===== config.mk =====
export PLATFORM = sky130hd
export DESIGN_NAME = pusch_symbol_scheduler
export DESIGN_NICKNAME = d
export VERILOG_FILES = /design/src/rtl/pusch_ctrl_pkg.sv /design/src/rtl/pusch_wdog.sv /design/src/rtl/pusch_symbol_scheduler.sv
export SDC_FILE = /design/constraint.sdc
export NUM_CORES = 1
export LEC_CHECK = 0
export CAP_MARGIN = 10
export CORE_ASPECT_RATIO = 0.8
export CORE_MARGIN = 2
export CORE_UTILIZATION = 27
export DETAILED_ROUTE_END_ITERATION = 12
export HOLD_SLACK_MARGIN = 0.06
export SYNTH_ARGS = -nofsm -noshare
export SYNTH_HDL_FRONTEND = slang
export SYNTH_SLANG_ARGS = --single-unit
export TNS_END_PERCENT = 20

===== constraint.sdc =====
create_clock -name clk -period 2.1 [get_ports clk]
set_input_delay 0.21 -clock clk [delete_from_list [all_inputs] [get_ports clk]]
set_output_delay 0.21 -clock clk [all_outputs]
set_load 0.01 [all_outputs]

===== src/rtl/pusch_ctrl_pkg.sv =====
// Shared definitions for the PUSCH slot sequencer.
//   sched_state_t : scheduler FSM state encoding
//   NUM_SYM       : symbols per slot (normal CP)
//   MAX_SYM_IDX   : highest legal symbol index in a slot
//   cfg_legal()   : slot configuration sanity check used at start
package pusch_ctrl_pkg;

    localparam int NUM_SYM     = 14;
    localparam int MAX_SYM_IDX = 13;

    typedef enum logic [2:0] {
        ST_IDLE       = 3'd0,
        ST_DMRS_WAIT  = 3'd1,
        ST_SYM_DECIDE = 3'd2,
        ST_DATA_WAIT  = 3'd3,
        ST_FFT_WAIT   = 3'd4,
        ST_BANK_WAIT  = 3'd5,
        ST_REM_WAIT   = 3'd6,
        ST_DONE       = 3'd7
    } sched_state_t;

    // A slot must cover a non-empty, in-range symbol window and carry at least one RB.
    function automatic logic cfg_legal(input logic [3:0] sym_start,
                                       input logic [3:0] sym_end,
                                       input logic [6:0] n_rb);
        return (sym_start <= sym_end) && (sym_end <= 4'(MAX_SYM_IDX)) && (n_rb != 7'd0);
    endfunction

endpackage


===== src/rtl/pusch_wdog.sv =====
// Wait-state watchdog for the PUSCH scheduler.
//   clk, reset : clock and asynchronous active-low reset
//   clear      : restart the count (the FSM changes state)
//   enable     : count this cycle (FSM is in a wait state)
//   expired    : combinational; high in the TIMEOUT_CYC-th consecutive enabled cycle
module pusch_wdog #(
    parameter int TIMEOUT_CYC = 8192,
    parameter int TO_W        = 14
) (
    input  logic clk,
    input  logic reset,
    input  logic clear,
    input  logic enable,
    output logic expired
);

    logic [TO_W-1:0] cnt_reg;

    always_ff @(posedge clk or negedge reset) begin
        if (!reset) begin
            cnt_reg <= '0;
        end else if (clear) begin
            cnt_reg <= '0;
        end else if (enable) begin
            cnt_reg <= cnt_reg + TO_W'(1);
        end
    end

    // cnt_reg holds the number of wait cycles already completed in this state,
    // so the last allowed cycle is the one where it equals TIMEOUT_CYC-1.
    // Expiry forces a state change, which clears the counter before it can wrap.
    assign expired = enable && (cnt_reg == TO_W'(TIMEOUT_CYC - 1));

endmodule


===== src/rtl/pusch_symbol_scheduler.sv =====
// Slot-level sequencer for the PUSCH back end (DMRS gen -> FFT -> REM -> IFFT/CP).
// Walks symbols sym_start..sym_end, issuing start pulses and waiting on done
// handshakes so only one symbol occupies the shared REM/IFFT path at a time.
//   inputs : clk, reset (async, active-low), start, abort, sym_start, sym_end,
//            dmrs_mask, n_rb, dmrs_done, mod_done, fft_done, rem_done, bank_free
//   outputs: dmrs_start, fft_start, rem_start, bank_valid, slot_done, err (pulses),
//            rem_is_dmrs, rem_bank, sym_idx, busy (levels); all registered
module pusch_symbol_scheduler
    import pusch_ctrl_pkg::*;
#(
    parameter int TIMEOUT_CYC = 8192,
    parameter int TO_W        = 14
) (
    input  logic               clk,
    input  logic               reset,
    input  logic               start,
    input  logic               abort,
    input  logic [3:0]         sym_start,
    input  logic [3:0]         sym_end,
    input  logic [NUM_SYM-1:0] dmrs_mask,
    input  logic [6:0]         n_rb,
    input  logic               dmrs_done,
    input  logic               mod_done,
    input  logic               fft_done,
    input  logic               rem_done,
    input  logic [1:0]         bank_free,
    output logic               dmrs_start,
    output logic               fft_start,
    output logic               rem_start,
    output logic               rem_is_dmrs,
    output logic               rem_bank,
    output logic               bank_valid,
    output logic [3:0]         sym_idx,
    output logic               busy,
    output logic               slot_done,
    output logic               err
);

    sched_state_t       state_reg, state_next;
    logic [3:0]         sym_idx_reg, sym_idx_next;
    logic [3:0]         sym_end_reg, sym_end_next;
    logic [NUM_SYM-1:0] dmrs_mask_reg, dmrs_mask_next;
    logic               rem_bank_reg, rem_bank_next;
    logic               rem_is_dmrs_reg, rem_is_dmrs_next;
    logic               busy_reg, busy_next;
    logic               dmrs_start_reg, dmrs_start_next;
    logic               fft_start_reg, fft_start_next;
    logic               rem_start_reg, rem_start_next;
    logic               bank_valid_reg, bank_valid_next;
    logic               slot_done_reg, slot_done_next;
    logic               err_reg, err_next;

    logic wd_enable, wd_expired;

    assign wd_enable = (state_reg == ST_DMRS_WAIT) || (state_reg == ST_DATA_WAIT) ||
                       (state_reg == ST_FFT_WAIT)  || (state_reg == ST_BANK_WAIT) ||
                       (state_reg == ST_REM_WAIT);

    pusch_wdog #(
        .TIMEOUT_CYC (TIMEOUT_CYC),
        .TO_W        (TO_W)
    ) u_wdog (
        .clk     (clk),
        .reset   (reset),
        .clear   (state_next != state_reg),
        .enable  (wd_enable),
        .expired (wd_expired)
    );

    always_comb begin
        state_next       = state_reg;
        sym_idx_next     = sym_idx_reg;
        sym_end_next     = sym_end_reg;
        dmrs_mask_next   = dmrs_mask_reg;
        rem_bank_next    = rem_bank_reg;
        rem_is_dmrs_next = rem_is_dmrs_reg;
        dmrs_start_next  = 1'b0;
        fft_start_next   = 1'b0;
        rem_start_next   = 1'b0;
        bank_valid_next  = 1'b0;
        slot_done_next   = 1'b0;
        err_next         = 1'b0;

        // Priority: abort, then watchdog, then the per-state handshakes.
        if (abort) begin
            state_next       = ST_IDLE;
            rem_is_dmrs_next = 1'b0;
        end else if (wd_expired) begin
            state_next       = ST_IDLE;
            rem_is_dmrs_next = 1'b0;
            err_next         = 1'b1;
        end else begin
            case (state_reg)
                ST_IDLE: begin
                    if (start) begin
                        if (cfg_legal(sym_start, sym_end, n_rb)) begin
                            sym_idx_next    = sym_start;
                            sym_end_next    = sym_end;
                            dmrs_mask_next  = dmrs_mask;
                            rem_bank_next   = 1'b0;
                            dmrs_start_next = 1'b1;
                            state_next      = ST_DMRS_WAIT;
                        end else begin
                            err_next = 1'b1;
                        end
                    end
                end
                ST_DMRS_WAIT: begin
                    if (dmrs_done) state_next = ST_SYM_DECIDE;
                end
                ST_SYM_DECIDE: begin
                    // DMRS symbols bypass the data path and go straight to the mapper.
                    rem_is_dmrs_next = dmrs_mask_reg[sym_idx_reg];
                    state_next       = dmrs_mask_reg[sym_idx_reg] ? ST_BANK_WAIT : ST_DATA_WAIT;
                end
                ST_DATA_WAIT: begin
                    if (mod_done) begin
                        fft_start_next = 1'b1;
                        state_next     = ST_FFT_WAIT;
                    end
                end
                ST_FFT_WAIT: begin
                    if (fft_done) state_next = ST_BANK_WAIT;
                end
                ST_BANK_WAIT: begin
                    if (bank_free[rem_bank_reg]) begin
                        rem_start_next = 1'b1;
                        state_next     = ST_REM_WAIT;
                    end
                end
                ST_REM_WAIT: begin
                    if (rem_done) begin
                        bank_valid_next = 1'b1;
                        rem_bank_next   = ~rem_bank_reg;
                        if (sym_idx_reg == sym_end_reg) begin
                            state_next = ST_DONE;
                        end else begin
                            sym_idx_next = sym_idx_reg + 4'd1;
                            state_next   = ST_SYM_DECIDE;
                        end
                    end
                end
                ST_DONE: begin
                    slot_done_next   = 1'b1;
                    rem_is_dmrs_next = 1'b0;
                    state_next       = ST_IDLE;
                end
                default: state_next = ST_IDLE;
            endcase
        end

        busy_next = (state_next != ST_IDLE);
    end

    always_ff @(posedge clk or negedge reset) begin
        if (!reset) begin
            state_reg       <= ST_IDLE;
            sym_idx_reg     <= '0;
            sym_end_reg     <= '0;
            dmrs_mask_reg   <= '0;
            rem_bank_reg    <= 1'b0;
            rem_is_dmrs_reg <= 1'b0;
            busy_reg        <= 1'b0;
            dmrs_start_reg  <= 1'b0;
            fft_start_reg   <= 1'b0;
            rem_start_reg   <= 1'b0;
            bank_valid_reg  <= 1'b0;
            slot_done_reg   <= 1'b0;
            err_reg         <= 1'b0;
        end else begin
            state_reg       <= state_next;
            sym_idx_reg     <= sym_idx_next;
            sym_end_reg     <= sym_end_next;
            dmrs_mask_reg   <= dmrs_mask_next;
            rem_bank_reg    <= rem_bank_next;
            rem_is_dmrs_reg <= rem_is_dmrs_next;
            busy_reg        <= busy_next;
            dmrs_start_reg  <= dmrs_start_next;
            fft_start_reg   <= fft_start_next;
            rem_start_reg   <= rem_start_next;
            bank_valid_reg  <= bank_valid_next;
            slot_done_reg   <= slot_done_next;
            err_reg         <= err_next;
        end
    end

    assign dmrs_start  = dmrs_start_reg;
    assign fft_start   = fft_start_reg;
    assign rem_start   = rem_start_reg;
    assign rem_is_dmrs = rem_is_dmrs_reg;
    assign rem_bank    = rem_bank_reg;
    assign bank_valid  = bank_valid_reg;
    assign sym_idx     = sym_idx_reg;
    assign busy        = busy_reg;
    assign slot_done   = slot_done_reg;
    assign err         = err_reg;

endmodule

==> results of run 1 <==
layout by cell type (no fill, tap or decap), types with 6 or more instances in the layout:
cell,count
buf_4,36
nor2_1,20
dfrtp_1,46
nor2_2,12
xor2_1,8
xnor2_1,9
ha_1,6
mux2i_1,7
nand2_1,14
o21ai_0,8
inv_1,9
clkdlybuf4s50_1,48
mux2_2,18
nand3_1,8
layer usage:
| layer | part of all wire | track usage |
|---|---|---|
| met5 | 0 | 0 |
| met4 | 0.0077 | 0.0268 |
| met3 | 0.051 | 0.0226 |
| met2 | 0.42 | 0.187 |
| met1 | 0.53 | 0.200 |
worst min path at each step:
stage                     from                            end  cells past startpoint
floorplan                reset           bank_valid$_DFF_PN0_                      0
detailed placement       reset  u_wdog.cnt_reg[3]$_DFFE_PN0P_                      2
CTS                      reset  u_wdog.cnt_reg[0]$_DFFE_PN0P_                      3
finish              sym_end[1]     sym_end_reg[1]$_DFFE_PN0P_                      3
global placement         reset  u_wdog.cnt_reg[3]$_DFFE_PN0P_                      2
global route        sym_end[1]     sym_end_reg[1]$_DFFE_PN0P_                      3
critical path: stages, from the launching register on:
cell and delay [ps]:
dfrtp_2 440, mux4_2 570, a22o_4 280, o31ai_4 210
nand2_2 100, a22oi_4 260, o211ai_4 170, nor2_1 130
cell families (layout without fill, tap and decap cells):
group                    count (synthesis)  count (layout)  share of synthesized area
AND/OR/NAND/NOR                         88              88                      0.176
flip-flops                              48              48                      0.441
AO/OA/AOI/OAI                           46              47                      0.132
multiplexers                            28              28                      0.120
buffers and inverters                   24             108                     0.0482
XOR/XNOR                                17              17                     0.0547
adder cells (fa/ha/maj)                  6               6                     0.0276
what timing repair did:
action	CTS	global route
setup buffers	0	0
gates cloned	1	0
endpoints found under the hold margin	48	0
hold buffers	1	0
pin swaps	8	8
gates resized for setup	8	9
endpoints found under the setup margin	40	40
cell type report:
class | instances | area, um2 | area share
Clock buffer | 8 | 146 | 0.0381
Tap cell | 136 | 170 | 0.0442
Timing Repair Buffer | 91 | 833 | 0.217
Sequential cell | 48 | 1200 | 0.313
Inverter | 9 | 33.8 | 0.00878
Multi-Input combinational cell | 186 | 1460 | 0.379
through the flow:
stage	setup TNS, ps	total power, mW	area, um2	cells	hold slack [ps]
finish	-1910	4.61	3850	478	309
floorplan	-1390	2.93	2730	257	-85.6
CTS	-2260	4.57	3810	478	455
global route	-3270	4.93	3850	478	343
detailed placement	-14020	3.64	3610	468	222
global placement	-12830	3.60	3610	468	219
power breakdown:
group | leakage [nW] | internal [mW] | switching, mW
sequential | 0.621 | 1.21 | 0.212
combinational | 0.934 | 1.22 | 1.17
clock | 0.0712 | 0.475 | 0.318
==> metrics.md, run 1 <==
| Metric | Value |
|---|---|
| Worst r2r dst | `u_wdog.cnt_reg[6]$_DFFE_PN0P_` |
| Failing checks | `negative setup slack` |
| First-pass GRT wire length | `11,100 um` |
| Top-count cell post-synth | `dfrtp_1` |
| CTS tree | `built` |
| Wirelength per Cell | `13.8 um` |
| Die area | `10,900 um2` |
| EDFF count, synth | `0` |
| Starting Density | `0.280` |
| Die span in y | `93.8 um` |
| Max Cap Violations | `0` |
| Overall Global Routing Usage | `0.129` |
| Layout cells sized above 1 | `0.289` |
| Worst Path Arrival | `2450 ps` |
| Vias/cell | `4.62` |
| Clock Path Buffers | `2` |
| Post-layout util | `0.395` |
| IO Port Bufs | `51` |
| P&R area growth vs syn | `41.2%` |
| Max Fclk | `0.446 GHz` |
| Netlist cell types | `55` |
| Seq/Total Area, Yosys | `0.441` |
| Cell Area, Synth | `2720 um2` |
| Synth Instances | `257` |
| Die width | `116 um` |
| Startpoint types | `flip-flop` |
| Worst R2R Path Depth | `7` |
| Worst vdd ir | `0.464 mV` |
| Run status | `finished with violations` |
| Top cells by count, synth | `dfrtp_1 (48), nor2_1 (21), mux2_2 (18)` |
| Diode count | `0` |
| Final global-route overflow total | `0` |
| Site row count | `32` |
| Pwr dens | `1200 nW/um2` |
| DRC viols | `0` |
| Required time of the worst setup path | `2310 ps` |
| DR vias | `2,207` |
| Ranking of synthesized cells by area | `dfrtp_1 (44%), mux2_2 (7.4%), mux2i_1 (2.9%)` |
| Mean post-synth cell area | `10.6 um2` |
| Total clock buffers created by CTS | `5` |
| Synth Net Count | `302` |
| # setup viols final | `15` |
| R2R Setup Slk | `-140 ps` |
| Synth area leader | `dfrtp_1` |
| Asr flop ratio synth | `1.00` |
| RSZ-0062 raised after global routing | `true` |
| Hold crit path type | `in2reg` |
| Dpl hpwl | `5020 um` |
| Iteration-0 DRC Markers | `127` |
| Slew Limit Fails | `0` |
| Setup ws final | `-142 ps` |
| Final min period | `2240 ps` |
| Routability cong. | `0.821` |
| Final hold vios | `0` |
| Core area | `9730 um2` |
| Filler cell count in the final layout | `949` |
| Initial antenna violation count | `0` |
| Worst r2r src | `sym_idx[0]$_DFFE_PN0P_` |
| CP endpoint kind | `flip-flop` |
| Largest net degree at the start of global routing | `49` |
| Worst slew pin tran | `499 ps` |
| Pre-CTS setup slack | `-443 ps` |
| Final worst path period share | `1.07` |
| Clk_skew | `3.85 ps` |
| Post-route ant nets | `0` |
| Clock-pin slew on the worst setup and hold paths | `60 ps` |
| Yosys reg bits | `48` |
| Worst-path fanout max | `7` |
| Yosys Warn Count | `0` |
| DRT Pass-1 Iters | `4` |
| Vias in the first global route | `2,251` |
| CTS root buffer | `clkbuf_16` |
| Clock latency on the worst-skew pair | `280 ps` |
| Top FF cell, synth | `dfrtp_1` |
| Crit path to | `u_wdog.cnt_reg[6]$_DFFE_PN0P_` |
| Final nets | `386` |
| Slew Limit Headroom | `0.667` |
| Synth top area share | `0.441` |
| CTS H-tree depth | `2` |
| Io pins | `52` |
| CTS sink count | `48` |
| Leak pwr | `1.63 nW` |
| Crit path from | `sym_idx[0]$_DFFE_PN0P_` |
| Final WL | `6600 um` |
| Crit Path Class | `reg2reg` |
Power figures use the tool's default switching activity.
==> run 2, diff against run 1 <==
Settings changed: CTS_CLUSTER_DIAMETER from default to 80.
==> results of run 2 <==
Same layout as run 1: the final DEF is identical, and so are final timing and power.
